File: config.mk
export PLATFORM = sky130hd
export DESIGN_NAME = fetch_sequencer
export DESIGN_NICKNAME = d
export VERILOG_FILES = /design/src/rtl/fetch_sequencer.sv
export SDC_FILE = /design/constraint.sdc
export NUM_CORES = 1
export LEC_CHECK = 0
export CAP_MARGIN = 5
export CORE_AREA = 2 2 194 196
export DETAILED_ROUTE_END_ITERATION = 8
export DIE_AREA = 0 0 196 198
export PLACE_DENSITY_LB_ADDON = 0.2
export SETUP_SLACK_MARGIN = 0.5
export SLEW_MARGIN = 0
export SYNTH_ARGS = -nofsm -noshare
export SYNTH_HDL_FRONTEND = slang
export SYNTH_SLANG_ARGS = --single-unit
File: constraint.sdc
create_clock -name clk -period 12.5 [get_ports clk]
set_input_delay 1.25 -clock clk [delete_from_list [all_inputs] [get_ports clk]]
set_output_delay 1.25 -clock clk [all_outputs]
set_load 0.005 [all_outputs]
File: src/rtl/fetch_sequencer.sv
// fetch_sequencer: owns the PC and sequences instruction fetch into the IF/ID slot.
// Fetched instructions land in a registered output slot. A one-entry skid buffer
// catches the single in-flight response that arrives while decode is stalled.
// Taken-branch redirects flush both buffers. When a request is still outstanding
// at the time of a redirect, that request's response is drained before the
// sequencer moves to the new target.
module fetch_sequencer #(
   parameter int              mbus     = 32,
   parameter logic [mbus-1:0] RESET_PC = '0
) (
   input  logic            clk,
   input  logic            rst,
   input  logic            stall,
   input  logic            redirect_valid,
   input  logic [mbus-1:0] redirect_pc,
   output logic            imem_req,
   output logic [mbus-1:0] imem_addr,
   input  logic            imem_ack,
   input  logic [31:0]     imem_rdata,
   output logic            if_valid,
   output logic [mbus-1:0] if_pc,
   output logic [31:0]     if_instr
);

   typedef enum logic [1:0] {IDLE, FETCH, HOLD, DRAIN} state_t;

   state_t          state, state_next;
   logic [mbus-1:0] fetch_addr, fetch_addr_next;
   logic [mbus-1:0] next_pc, next_pc_next;
   logic            skid_valid, skid_valid_next;
   logic [mbus-1:0] skid_pc, skid_pc_next;
   logic [31:0]     skid_instr, skid_instr_next;
   logic            valid_next;
   logic [mbus-1:0] pc_next;
   logic [31:0]     instr_next;
   logic            slot_free;

   assign slot_free = !if_valid || !stall;
   assign imem_addr = fetch_addr;

   // State register; reset drops imem_req immediately because req decodes from state.
   always_ff @(posedge clk or posedge rst) begin
      if (rst) state <= IDLE;
      else     state <= state_next;
   end

   // Next-state, request and buffer-update decisions; redirect is applied last so it overrides everything.
   always_comb begin
      state_next      = state;
      fetch_addr_next = fetch_addr;
      next_pc_next    = next_pc;
      valid_next      = if_valid;
      pc_next         = if_pc;
      instr_next      = if_instr;
      skid_valid_next = skid_valid;
      skid_pc_next    = skid_pc;
      skid_instr_next = skid_instr;
      imem_req        = 1'b0;

      // A slot that decode consumed (or never filled) empties unless refilled below.
      if (slot_free) valid_next = 1'b0;

      case (state)
         IDLE: begin
            state_next = FETCH;
         end
         FETCH: begin
            imem_req = 1'b1;
            if (imem_ack) begin
               fetch_addr_next = fetch_addr + mbus'(4);
               if (slot_free) begin
                  valid_next = 1'b1;
                  pc_next    = fetch_addr;
                  instr_next = imem_rdata;
               end else begin
                  skid_valid_next = 1'b1;
                  skid_pc_next    = fetch_addr;
                  skid_instr_next = imem_rdata;
                  state_next      = HOLD;
               end
            end
         end
         HOLD: begin
            if (!stall) begin
               valid_next      = 1'b1;
               pc_next         = skid_pc;
               instr_next      = skid_instr;
               skid_valid_next = 1'b0;
               state_next      = FETCH;
            end
         end
         DRAIN: begin
            // The wrong-path response is swallowed; only its completion matters.
            imem_req = 1'b1;
            if (imem_ack) begin
               fetch_addr_next = next_pc;
               state_next      = FETCH;
            end
         end
      endcase

      if (redirect_valid) begin
         valid_next      = 1'b0;
         skid_valid_next = 1'b0;
         case (state)
            FETCH: begin
               if (imem_ack) begin
                  fetch_addr_next = redirect_pc;
                  state_next      = FETCH;
               end else begin
                  next_pc_next = redirect_pc;
                  state_next   = DRAIN;
               end
            end
            DRAIN: begin
               next_pc_next = redirect_pc;
               if (imem_ack) begin
                  fetch_addr_next = redirect_pc;
                  state_next      = FETCH;
               end
            end
            default: begin
               fetch_addr_next = redirect_pc;
               state_next      = FETCH;
            end
         endcase
      end
   end

   // Address, skid and output-slot registers.
   always_ff @(posedge clk or posedge rst) begin
      if (rst) begin
         fetch_addr <= RESET_PC;
         next_pc    <= RESET_PC;
         skid_valid <= 1'b0;
         skid_pc    <= '0;
         skid_instr <= '0;
         if_valid   <= 1'b0;
         if_pc      <= '0;
         if_instr   <= '0;
      end else begin
         fetch_addr <= fetch_addr_next;
         next_pc    <= next_pc_next;
         skid_valid <= skid_valid_next;
         skid_pc    <= skid_pc_next;
         skid_instr <= skid_instr_next;
         if_valid   <= valid_next;
         if_pc      <= pc_next;
         if_instr   <= instr_next;
      end
   end

endmodule

# Word-level counts from Yosys, hierarchy flattened
# Cells that the tools add are included.
# op_classes
add_sub_neg	1
n_eq_ne	7
mux	32
bitwise_logic	1
n_reduce_logical	10
# ops
op	count
$mux 32	12
$pmux 32 s2	4
$add 32x3->32 const B	1
$mux 2	7
$ne 2x2->1 const B	4
$pmux 2 s4	1
$mux 1	6
$reduce_and 3->1	2
$eq 2x2->1 const B	2
$pmux 2 s2	1
$reduce_and 4->1	1
$reduce_bool 2->1	2
$eq 2x1->1 const B	1
$logic_not 1->1	2
$logic_not 2->1	1
$pmux 1 s2	1
$reduce_or 2->1	1
$logic_or 1x1->1	1
$not 1->1	1
# totals
ff_bits	195
input_bits	69
out_inout_bits	98
word_cells	59

# Logic depth before layout (Yosys ltp)
# Gate-level depths: netlist of run 1.
# logic_depth
depth_word	8
ltp_mapped	10
depth_no_buf	7

# Least setup slack after synthesis of run 1
# Ideal clock, no wire load.
# synth_timing
kind	input to register
start	input port imem_ack
end	register fetch_addr[11] (netlist: imem_addr[11])
setup_ps	137
arrival_ps	2569
required_time_ps	12363
path_slack_ps	9794
path_stages	6
n_path_buf	1
path_cell_list	and4_1 > and3_1 > clkbuf_1 > mux2_1 > a222oi_1 > a21oi_1
# synth_via
elab_chain_cells	5
elab_cells_between_ends	6
classes_between	mux: 6
# synth_lines
element	line_no	text
start, declared	18	input logic imem_ack,
$mux 32 (on tied branches)	95, 69	
$pmux 32 s2	63	case (state)
$mux 32	107, 117	
$mux 32	--	
$mux 32 (*)	102	if (redirect_valid) begin
net fetch_addr_next[11]	28	logic [mbus-1:0] fetch_addr, fetch_addr_next;
end signal, assigned	142	fetch_addr <= fetch_addr_next;
end, declared	28	
# The timed path passes the listed nets; every way through them passes the cells marked *.
# A chain may end at the register's enable or synchronous reset.

# Worst setup path after layout of run 1
# layout_timing
start	register state[1]
end	output port imem_req
# layout_via
elab_chain_cells	3
elab_cells_between_ends	4
classes_between	eq/ne: 2; mux: 1; reduce/logical: 1
# layout_lines
element	line_no	text
start, declared	27	state_t state, state_next;
start signal, assigned	44	else state <= state_next;
$eq 2x2->1 or $eq 2x1->1 (tied branches)	63	
$reduce_or 2->1 (no source line) (*)	--	
$mux 1 (*)	63	
end, declared	16	output logic imem_req,
# Mark *: on every way between the ends. The rest lies on a longest branch, timed or not.

==> summary.txt, run 1 <==
Finish
  • Commonest non-fill, non-tap cell in the layout: dfrtp_1
  • Most frequent cells in the layout: 195 x dfrtp_1, 166 x clkdlybuf4s50_1, 99 x mux2_2, 90 x nand2_1, 76 x o21ai_0
  • Layout cells sized above 1: 16.12%
  • Layout Nets: 1013
  • Area Growth Syn to Fin: 29.01%

Global route
  • Largest net degree at the start of global routing: around 130
  • Grt met1 use: 18.26%
  • Met2 usage: 21.09%
  • Gr busiest metal: met2
  • Initial antenna violation count: 3
  • Met3 Use GR: 3.730%
  • Gr usage total: between 10% and 20%
  • Vias in the first global route: 6629
  • Congestion Overflow GR: 0
  • First-pass GRT wire length: 40160 um

Pwr
  • Power consumption: 2.882 mW
  • Leak: 4.671 nW
  • VDD IR max: 0.00009521 V
  • Power per Cell Area: 245.3 nW/um2

Critical path
  • CP Capture Type: primary output
  • CP Cell Sequence: inv_1 -> ha_1 -> buf_4 -> nor2_2 -> inv_1 -> clkdlybuf4s50_1
  • Crit path kind: register to primary output
  • Crit path buf inv count: 4
  • Crit path max fanout: 28
  • Crit path largest cell delay: around 0.54 ns
  • Req. time, crit path: 11.25 ns
  • Cell family with most CP delay: buffers and inverters
  • Critical path's slowest cell: clkdlybuf4s50_1
  • Most frequent CP cell: inv_1
  • Worst Setup Start Kind: register
  • Critical path arrival: about 2.7 ns

Clocking
  • CTS buffer count: 17
  • Clock Tree Root: clkbuf_16
  • Reg clk slew, reported paths: 0.07 ns
  • PostCTS Resize Cnt: 0
  • Max Buffers Root-to-Sink: 2
  • CTS tree: yes
  • H-tree levels: 4
  • Clk Latency, worst-skew pair: 0.44 ns
  • CTS Sinks: 195
  • Post-CTS Hold Fix Bufs: 0
  • Setup Buffers After CTS: 0

Logic synthesis
  • Yosys reg bits: ~200
  • Synth async-reset ratio: 100.0%
  • Distinct cells, synth: between 50 and 60
  • Number of flops mapped to enable cells by yosys: 0
  • Syn Std Cell Area: 9107 um2
  • Syn. warnings: 0
  • Top_reg_cell synth: dfrtp_1
  • Synthesized instance count: 804
  • Syn nets: between 800 and 900
  • Post-Syn Area per Cell: 11.33 um2
  • Register area share after synthesis: 53.58%

Routing
  • DRT iter0 DRCs: 328
  • Vias per inst: 4.645
  • Detail Route Antenna Nets: 0
  • Via count: 6614
  • DR WL/cell: between 15 and 20 um
  • First-pass iteration count of the detailed router: 5
  • Total Wirelength: 25730 um
  • DRC viols: 0

STA
  • Clock Skew: 0.01765 ns
  • Final hold vios: 0
  • Ratio of final minimum period to clock period: 31.30%
  • # setup viols final: 0
  • Least-Margin Pin Slew: 1.010 ns
  • Final min period: 3.912 ns
  • Headroom to the max-slew limit: 32.69%
  • RSZ-0062 raised after global routing: false
  • Slew Viols, Final: 0
  • Final Worst Setup Slack: 8.588 ns
  • FMAX: 0.2556 GHz
  • Setup TNS: 0 ns

Floorplanning
  • Core footprint: between 30000 and 40000 um2
  • Ports: approximately 170
  • Die area: 38810 um2
  • Initial Utilization: 24.64%
  • Die width: 196 um
  • # rows: 71
  • Die height: 198 um

Status
  • Status: complete, no violations

Placement
  • Routability cong.: about 0.71
  • Worst slack at placement: a little over 8 ns
  • Input/output buffers: 166
  • HPWL Detailed: 16870 um

Hold path
  • Tightest Hold Check Type: register to register

Flow run
  • Max_cap viols: 0
cell families (layout without fill, tap and decap cells):
family | count (synthesis) | in the layout | synth area share, %
adder cells (fa/ha/maj) | 6 | 6 | 0.8243
buffers and inverters | 72 | 217 | 3.696
XOR/XNOR | 23 | 23 | 2.212
other | 0 | 1 | 0
AND/OR/NAND/NOR | 181 | 181 | 9.122
AO/OA/AOI/OAI | 157 | 157 | 10.51
flip-flops | 195 | 195 | 53.58
multiplexers | 170 | 170 | 20.06
per-layer routing:
| metal | up-vias | wire length [um] | part of all wire [%] |
|---|---|---|---|
| li1 | 3142 | - | - |
| met1 | 3280 | 12320 | 48 |
| met2 | 160 | 11710 | 46 |
| met3 | 28 | 1371 | 5.3 |
| met4 | 4 | 303 | 1.2 |
| met5 | - | 27 | 0.10 |
through the flow:
stage | utilization, % | hold WS [ns] | cell area [um2] | instances
floorplan | - | 0.4496 | 9107 | 804
global placement | 30.29 | 0.4608 | 11190 | 1393
detailed placement | 30.29 | 0.4698 | 11190 | 1393
CTS | 31.79 | 0.4842 | 11750 | 1423
global route | 31.79 | 0.5049 | 11750 | 1423
finish | 31.80 | 0.4800 | 11750 | 1424
area by class of cell:
type	instances	area (um2)
multi-input cells	537	3934
clock buffers	23	478.0
repair buffers	176	1737
flip-flops and latches	195	4880
fillers	3762	25210
diodes	1	2.502
inverters	11	48.80
clock inverters	7	77.57
well taps	474	593.1
state kept, by name (all words and copies together), names as in the netlist:
name / cells
if_instr: 32
if_pc: 32
imem_addr: 32
next_pc: 32
skid_instr: 32
skid_pc: 32
state: 2
if_valid: 1
worst paths after layout:
path,end,slack [ns],cells after the start,from
worst max-delay path,imem_req,8.59,6,state[1]
worst min-delay path,if_pc[17],0.48,2,if_pc[17]
worst max register to register,if_instr[10],9.22,6,state[0]
worst min register to register,if_pc[17],0.48,2,if_pc[17]
max in group asynchronous,next_pc[28],9.58,3,rst
min in group asynchronous,if_instr[29],1.43,2,rst
cells in the mapped netlist, drive strengths merged (11+ instances only):
| cell | count | share of area, % |
|---|---|---|
| o22ai | 17 | 1.2 |
| mux2 | 100 | 12 |
| buf | 33 | 1.9 |
| inv | 11 | 0.45 |
| xnor2 | 14 | 1.3 |
| nor2 | 47 | 2.0 |
| nand2 | 90 | 3.7 |
| a221oi | 24 | 2.3 |
| o21ai | 78 | 4.3 |
| clkbuf | 26 | 1.1 |
| nand3 | 11 | 0.74 |
| mux2i | 70 | 7.7 |
| dfrtp | 195 | 54 |
| a21oi | 18 | 1.0 |
power breakdown:
part	switching (mW)	internal (mW)	total, mW
registers	0.270	0.941	1.21
logic	0.499	0.634	1.13
clock network	0.248	0.290	0.538
total	1.02	1.87	2.88
worst min-delay path, cell delays in order (launching register included):
cell and delay, ns:
dfrtp_1 0.35, nand2_1 0.04, o21ai_0 0.06
(Power assumes the default switching activity.)
==> run 2, diff against run 1 <==
==> constraint.sdc (replaced) <==
create_clock -name clk -period 3.5 [get_ports clk]
set_input_delay 0.35 -clock clk [delete_from_list [all_inputs] [get_ports clk]]
set_output_delay 0.35 -clock clk [all_outputs]
set_load 0.005 [all_outputs]
==> summary.txt, run 2 (same netlist as run 1, synthesis figures left out) <==
Placement
  • Input/output buffers: 166 (unchanged)
  • Routability cong.: 0.7873 (was 0.7089)
  • Worst slack at placement: 0.7852 ns (was 8.254 ns)
  • HPWL Detailed: 17420 um (was 16870 um)

Routing
  • Vias per inst: 4.576 (was 4.645)
  • DRT iter0 DRCs: 332 (was 328)
  • First-pass iteration count of the detailed router: 5 (unchanged)
  • DR WL/cell: 17.84 um (was 18.07 um)
  • DRC viols: 0 (unchanged)
  • Total Wirelength: 25580 um (was 25730 um)
  • Via count: 6562 (was 6614)
  • Detail Route Antenna Nets: 0 (unchanged)

Floorplanning
  • # rows: 71 (unchanged)
  • Core footprint: 36960 um2 (unchanged)
  • Die area: 38810 um2 (unchanged)
  • Die width: 196 um (unchanged)
  • Initial Utilization: 24.64% (unchanged)
  • Ports: 167 (unchanged)
  • Die height: 198 um (unchanged)

Global route
  • Congestion Overflow GR: 0 (unchanged)
  • Vias in the first global route: 6611 (was 6629)
  • Largest net degree at the start of global routing: 129 (was 131)
  • First-pass GRT wire length: 40170 um (was 40160 um)
  • Gr usage total: 13.51% (was 13.46%)
  • Initial antenna violation count: 0 (was 3)

Finish
  • Most frequent cells in the layout: 195 x dfrtp_1, 166 x clkdlybuf4s50_1, 99 x mux2_2, 90 x nand2_1, 76 x o21ai_0 (unchanged)
  • Register cell area after layout: 4880 um2 (unchanged)
  • Area of the multi-input gates: 3923 um2 (was 3934 um2)
  • Commonest non-fill, non-tap cell in the layout: dfrtp_1 (unchanged)
  • Layout Nets: 1022 (was 1013)
  • Area Growth Syn to Fin: 30.94% (was 29.01%)
  • # diodes: 0 (was 1)
  • Fill cells: 3782 (was 3762)
  • Layout cells sized above 1: 17.19% (was 16.12%)

Clocking
  • Max Buffers Root-to-Sink: 2 (unchanged)
  • Clk Latency, worst-skew pair: 0.44 ns (about the same)
  • Clock Tree Root: clkbuf_16 (unchanged)
  • Reg clk slew, reported paths: 0.07 ns (about the same)
  • CTS buffer count: 17 (unchanged)
  • Post-CTS Hold Fix Bufs: 0 (unchanged)
  • CTS Sinks: 195 (unchanged)
  • H-tree levels: 4 (unchanged)
  • Setup Buffers After CTS: 0 (unchanged)
  • CTS tree: yes (unchanged)
  • PostCTS Resize Cnt: 0 (unchanged)

STA
  • Clock Skew: 0.008918 ns (was 0.01765 ns)
  • Least-Margin Pin Slew: 0.8515 ns (was 1.010 ns)
  • Slew Viols, Final: 0 (unchanged)
  • Final min period: 2.803 ns
  • Ratio of final minimum period to clock period: between 80 and 90%
  • # setup viols final: 0 (unchanged)
  • Headroom to the max-slew limit: 43.11% (was 32.69%)
  • FMAX: 0.3567 GHz
  • Final hold vios: 0 (unchanged)
  • Worst hold slack: 0.4405 ns (was 0.4800 ns)
  • Final Worst Setup Slack: 0.6968 ns (was 8.588 ns)
  • Setup TNS: 0 ns (unchanged)
  • RSZ-0062 raised after global routing: false (unchanged)

Pwr
  • Power per Cell Area: 880.0 nW/um2 (was 245.3 nW/um2)
  • Leak: 4.767 nW (was 4.671 nW)
  • VDD IR max: 0.0003960 V (was 0.00009521 V)

Critical path
  • Crit path kind: register to primary output (unchanged)
  • Worst Setup Start Kind: register (unchanged)
  • Critical path arrival: 2.45 ns (was 2.66 ns)
  • CP Capture Type: primary output (unchanged)
  • Req. time, crit path: 3.15 ns (was 11.25 ns)
  • Crit path max fanout: 9 (was 28)

Status
  • Status: complete, no violations (unchanged)

Flow run
  • Max_cap viols: 0 (unchanged)

Hold path
  • Tightest Hold Check Type: primary input to asynchronous set/reset pin (was register to register)
-- run 2: cell types whose count changed in the layout (fill, tap and decap cells not counted), sizes merged --
cell / previous run / this run
clkbuf: 23 / 22
bufinv: 1 / 2
clkinvlp: 4 / 5
inv: 11 / 12
diode: 1 / 0
buf: 10 / 19
-- run 2: critical path, cell delays in order, from the launching register on --
cell             delay (ns)
dfrtp_1                0.43
inv_1                  0.10
ha_1                   0.32
nor2_2                 0.40
inv_1                  0.21
clkdlybuf4s50_1        0.55
-- run 2: area by class of cell --
class / instances / share of cell area [%]
Clock buffer: 22 / 4.060
Clock inverter: 10 / 1.018
Inverter: 11 / 0.3777
Multi-Input combinational cell: 537 / 32.89
Sequential cell: 195 / 40.92
Tap cell: 474 / 4.973
Timing Repair Buffer: 185 / 15.76
-- run 2: stage by stage --
stage               cell area, um2  total power, mW  utilization (%)  cells
global route                 11930            11.32            32.27   1434
finish                       11930            10.49            32.27   1434
floorplan                     9111            6.456                -    804
global placement             11320            8.495            30.63   1402
detailed placement           11320            8.571            30.63   1402
CTS                          11930            10.68            32.27   1434
-- run 2: power breakdown --
| group | switching [mW] | leakage [nW] | internal, mW |
|---|---|---|---|
| Clock | 0.910 | 0.285 | 1.13 |
| Combinational | 1.81 | 2.14 | 2.32 |
| Sequential | 0.961 | 2.35 | 3.36 |
-- run 2: per-layer routing --
| metal | track usage [%] | vias to the layer above | part of all wire [%] |
|---|---|---|---|
| met1 | 18.63 | 3245 | 49 |
| li1 | - | 3156 | - |
| met3 | 3.594 | 12 | 5.0 |
| met5 | 0 | - | 0 |
| met2 | 20.84 | 149 | 45 |
| met4 | 3.816 | 0 | 1.1 |
-- run 2: final timing paths --
path	from	endpoint	slack (ns)	cells past startpoint
setup reg to reg	state[1]	next_pc[28]	0.84	7
max in group asynchronous	rst	imem_addr[20]	2.25	3
min in group clk	if_pc[3]	if_pc[3]	0.48	2
hold reg to reg	if_pc[3]	if_pc[3]	0.48	2
hold / removal	rst	if_valid	0.44	2
setup / recovery	state[1]	imem_req	0.70	5
